$ cat config.mk
export PLATFORM = sky130hd
export DESIGN_NAME = input_conditioner
export DESIGN_NICKNAME = d
export VERILOG_FILES = /design/src/rtl/input_conditioner.sv
export SDC_FILE = /design/constraint.sdc
export NUM_CORES = 1
export LEC_CHECK = 0
export ABC_AREA = 0
export CORE_MARGIN = 2
export CORE_UTILIZATION = 54
export CTS_CLUSTER_SIZE = 28
export DETAILED_ROUTE_END_ITERATION = 16
export PLACE_DENSITY = 0.76
export SLEW_MARGIN = 30
export SYNTH_ARGS = -nofsm -noshare
export SYNTH_HDL_FRONTEND = slang
export SYNTH_SLANG_ARGS = --single-unit
$ cat constraint.sdc
create_clock -name clk -period 3.44 [get_ports clk]
set_input_delay 0.516 -clock clk [delete_from_list [all_inputs] [get_ports clk]]
set_output_delay 0.516 -clock clk [all_outputs]
set_load 0.03 [all_outputs]
$ cat src/rtl/input_conditioner.sv
// Multi-channel pin conditioner: per-channel synchronizer, qualification-time
// debounce, edge pulses, and sticky change flags rolled up into one irq.

module ic_lane #(
  parameter int SYNC_STAGES = 2,
  parameter int DB_CYCLES   = 600_000,
  parameter int CNT_WIDTH   = 20,
  parameter bit RESET_LEVEL = 1'b0
) (
  input  logic clk,
  input  logic reset,
  input  logic raw,
  input  logic clr,
  output logic clean,
  output logic rise,
  output logic fall,
  output logic changed
);
  localparam logic [CNT_WIDTH-1:0] LAST = CNT_WIDTH'(DB_CYCLES - 1);

  logic [SYNC_STAGES-1:0] sync_ff;
  logic [CNT_WIDTH-1:0]   cnt;
  logic                   sync;
  logic                   upd;

  assign sync = sync_ff[SYNC_STAGES-1];
  // Level accepted only after sync has disagreed for DB_CYCLES consecutive cycles.
  assign upd  = (sync != clean) && (cnt == LAST);

  always_ff @(posedge clk or posedge reset) begin
    if (reset) begin
      sync_ff <= {SYNC_STAGES{RESET_LEVEL}};
      clean   <= RESET_LEVEL;
      cnt     <= '0;
      rise    <= 1'b0;
      fall    <= 1'b0;
      changed <= 1'b0;
    end else begin
      sync_ff <= {sync_ff[SYNC_STAGES-2:0], raw};
      rise    <= upd & sync;
      fall    <= upd & ~sync;
      // Set wins over a coincident clear.
      changed <= upd | (changed & ~clr);
      if (sync == clean || upd) cnt <= '0;
      else                      cnt <= cnt + 1'b1;
      if (upd) clean <= sync;
    end
  end
endmodule

module input_conditioner #(
  parameter int NUM_IN      = 4,
  parameter int SYNC_STAGES = 2,
  parameter int DB_CYCLES   = 600_000,
  parameter int CNT_WIDTH   = 20,
  parameter int RESET_LEVEL = 0
) (
  input  logic              clk,
  input  logic              reset,
  input  logic [NUM_IN-1:0] in_raw,
  input  logic [NUM_IN-1:0] clr_changed,
  output logic [NUM_IN-1:0] in_clean,
  output logic [NUM_IN-1:0] in_rise,
  output logic [NUM_IN-1:0] in_fall,
  output logic [NUM_IN-1:0] changed,
  output logic              irq
);
  ic_lane #(
    .SYNC_STAGES(SYNC_STAGES),
    .DB_CYCLES  (DB_CYCLES),
    .CNT_WIDTH  (CNT_WIDTH),
    .RESET_LEVEL(RESET_LEVEL != 0)
  ) u_lane [NUM_IN-1:0] (
    .clk    (clk),
    .reset  (reset),
    .raw    (in_raw),
    .clr    (clr_changed),
    .clean  (in_clean),
    .rise   (in_rise),
    .fall   (in_fall),
    .changed(changed)
  );

  always_ff @(posedge clk or posedge reset) begin
    if (reset) irq <= 1'b0;
    else       irq <= |changed;
  end
endmodule
==> run metrics <==
Mapped Area 4990 um2; initial antenna violation count 0; P_int 0.00156 W; Syn. warnings 0; Placed Area 5280 um2; Finished Core Util 59.7%; die area 10000 um2; Switching Share 22.7%; IO Port Bufs 26; initial DRC count 146; row count 35; vias in the first global route 3518; VDD IR-drop max 256 uV; NetSw 0.000457 W; Comb power frac 3.8%; clock share of power 33.4%; Final Total Pwr 0.00201 W; clock sink total 105; P_leak 2.15 nW; initial core utilization 54.8%; dominant cells by area after synthesis dfrtp_1, xnor2_1, nor2_1, xor2_1, nand3_1; post-DR vias/cell 5.73; Synth Area per Inst 10.3 um2; ANT nets after route 0; slowest stage delay, CP 630 ps; CP Data Required Time 3650 ps; share of layout cells above drive strength 1 5.71%; fraction of registers with async set/reset 100%; GRT Residual Overflow 0; Final setup violation count 0; Rel. slew slack 45.7%; RSZ-0062 raised after global routing no; Crit Path Max Fanout 19; final instance area 5440 um2; max_cap viols 0; actual slew at the worst max-slew pin 815 ps; cts repair resizes 0; dpl hpwl 6540 um; largest net degree at the start of global routing 45; biggest area consumer among synthesized cells dfrtp_1; post-route minimum period 2260 ps; CTS Buffer Depth 2; Total GRT Usage 20.4%; ant diodes 0; clk_lat worst skew 360 ps; DR vias 3546; H-tree Lvls 3; Placer Congestion 0.798; Main synth FF type dfrtp_1; register bit total from synthesis 105; Final #Nets 518; Area Growth Syn to Fin 9.00%; slowest stage cell, crit path o21ai_2; postcts setup bufs 0; Flop pwr share 62.8%; pre-CTS setup slack 1230 ps; Post-Syn Instances 484; Num CTS Buffers 9; CTS tree done; core box area 9110 um2; DIE HEIGHT 100 um; Pins Over Slew Limit 0; Wirelength per Cell 15.1 um; Fmax 443 MHz; EDFF count, synth 0; synthesized net count 498; Pre-Repair DR Iteration Count 4; Hold Violations, Final 0; Worst Skew 8.06 ps; # DRC 0; CTS root buf clkbuf_8; post-synthesis cell type count 42; Pwr Density 370 nW/um2; die width 100 um; hold_buf cts 0; TNS Setup 0 ps; Critical Path Start Type flop; DRT Wirelength 9330 um; register area share after synthesis 52.6%; Cell Chain, Critical Path ha_1, nand3_1, or3_1, o21ai_2, nor2_1; status finished clean; slack of the critical path 1180 ps; Critical Path End Type flop; Hold Path Class flop to flop; first-pass GRT wire length 16300 um; Worst-path clk slew 90 ps; Yosys top cell area share 52.6%; WS Path Type flop to flop; Tcrit/Tclk final 65.7%; critical path data arrival time 2470 ps; Buf/Inv on CP 0; Top Family by Delay on Critical Path simple AND/OR/NAND/NOR gates; # IOs 27
worst reg2reg max path: stages, from the launching register on:
cell and delay, ps:
dfrtp_1 400, ha_1 200, nand3_1 270, or3_1 480, o21ai_2 630, nor2_1 120
flip-flops by register name, summed over array words and instances, names as in the netlist:
signal          cells
u_lane.cnt         80
u_lane.sync_ff      8
u_lane.changed      4
u_lane.clean        4
u_lane.fall         4
u_lane.rise         4
irq                 1
per-stage QoR:
stage | instances | hold WS [ps]
finish | 619 | 359
global route | 619 | 367
CTS | 619 | 356
detailed placement | 604 | 338
global placement | 604 | 331
floorplan | 484 | 331
power groups by stage:
stage | clock (W) | sequential, W | combinational [W]
6_report | 0.000672 | 0.00127 | 0.0000761
5_1_grt | 0.000749 | 0.00127 | 0.0000884
4_1_cts | 0.000697 | 0.00126 | 0.0000790
3_5_place_dp | 0 | 0.00129 | 0.0000781
3_3_place_gp | 0 | 0.00129 | 0.0000768
2_1_floorplan | 0 | 0.00129 | 0.0000500
final timing paths:
check / slack, ps / start / endpoint / cells past startpoint
worst max-delay path: 1180 / u_lane[3].cnt[0] / u_lane[3].cnt[11] / 5
worst min-delay path: 360 / u_lane[0].sync_ff[0] / u_lane[0].sync_ff[1] / 0
worst max register to register: 1180 / u_lane[3].cnt[0] / u_lane[3].cnt[11] / 5
worst min register to register: 360 / u_lane[0].sync_ff[0] / u_lane[0].sync_ff[1] / 0
max in group asynchronous: 2040 / reset / u_lane[3].cnt[8] / 3
min in group asynchronous: 550 / reset / u_lane[0].sync_ff[1] / 2
layer usage:
layer / GRT usage, % / part of all wire (%) / up-vias
met2: 33.1 / 48 / 64
met1: 27.2 / 47 / 1723
met3: 5.64 / 3.5 / 9
li1: - / - / 1750
met5: 0 / 0 / -
met4: 5.37 / 0.91 / 0
cell usage in the layout (no fill, tap or decap), types with 5 or more instances in the layout:
cell / n
clkbuf_8: 10
a21oi_1: 17
nor3b_1: 8
and4_1: 6
nor4_1: 14
o21ai_0: 6
or4_1: 10
xnor2_1: 38
nor3_1: 10
nand2_1: 22
nand4_1: 20
inv_1: 14
clkdlybuf4s50_1: 26
and3_1: 10
nor4b_1: 5
nand3_1: 26
xor2_1: 19
o31ai_1: 9
or3_1: 12
dfrtp_1: 105
nor2_1: 70
area by class of cell:
cell class / count / area (um2)
clock buffers: 13 / 149
clock inverters: 2 / 15.0
fillers: 779 / 3670
inverters: 15 / 58.8
multi-input cells: 343 / 2160
flip-flops and latches: 105 / 2630
well taps: 111 / 139
repair buffers: 30 / 290
Yosys cell counts, types with 4 or more instances:
library cell / count
o21ai_0: 6
dfrtp_1: 105
nand4_1: 20
ha_1: 4
nand3_1: 26
nor2_1: 70
and3_1: 10
a21oi_1: 17
mux2_1: 4
or3_1: 12
nor3_1: 10
and4_1: 6
nor3b_1: 8
o31ai_1: 9
buf_4: 17
inv_1: 15
or4_1: 10
nor4b_1: 5
xor2_1: 19
xnor2_1: 38
nor4_1: 14
nand2_1: 22
kinds of logic (layout without fill, tap and decap cells):
kind of cell	count (synthesis)	count (layout)	share of synthesized area (%)
AND/OR/NAND/NOR	232	232	25.5
adder cells (fa/ha/maj)	4	4	1.00
multiplexers	4	4	0.902
buffers and inverters	36	60	4.06
flip-flops	105	105	52.6
XOR/XNOR	57	57	10.0
AO/OA/AOI/OAI	46	46	5.91
Note: power is estimated with default switching activity, not from simulation.
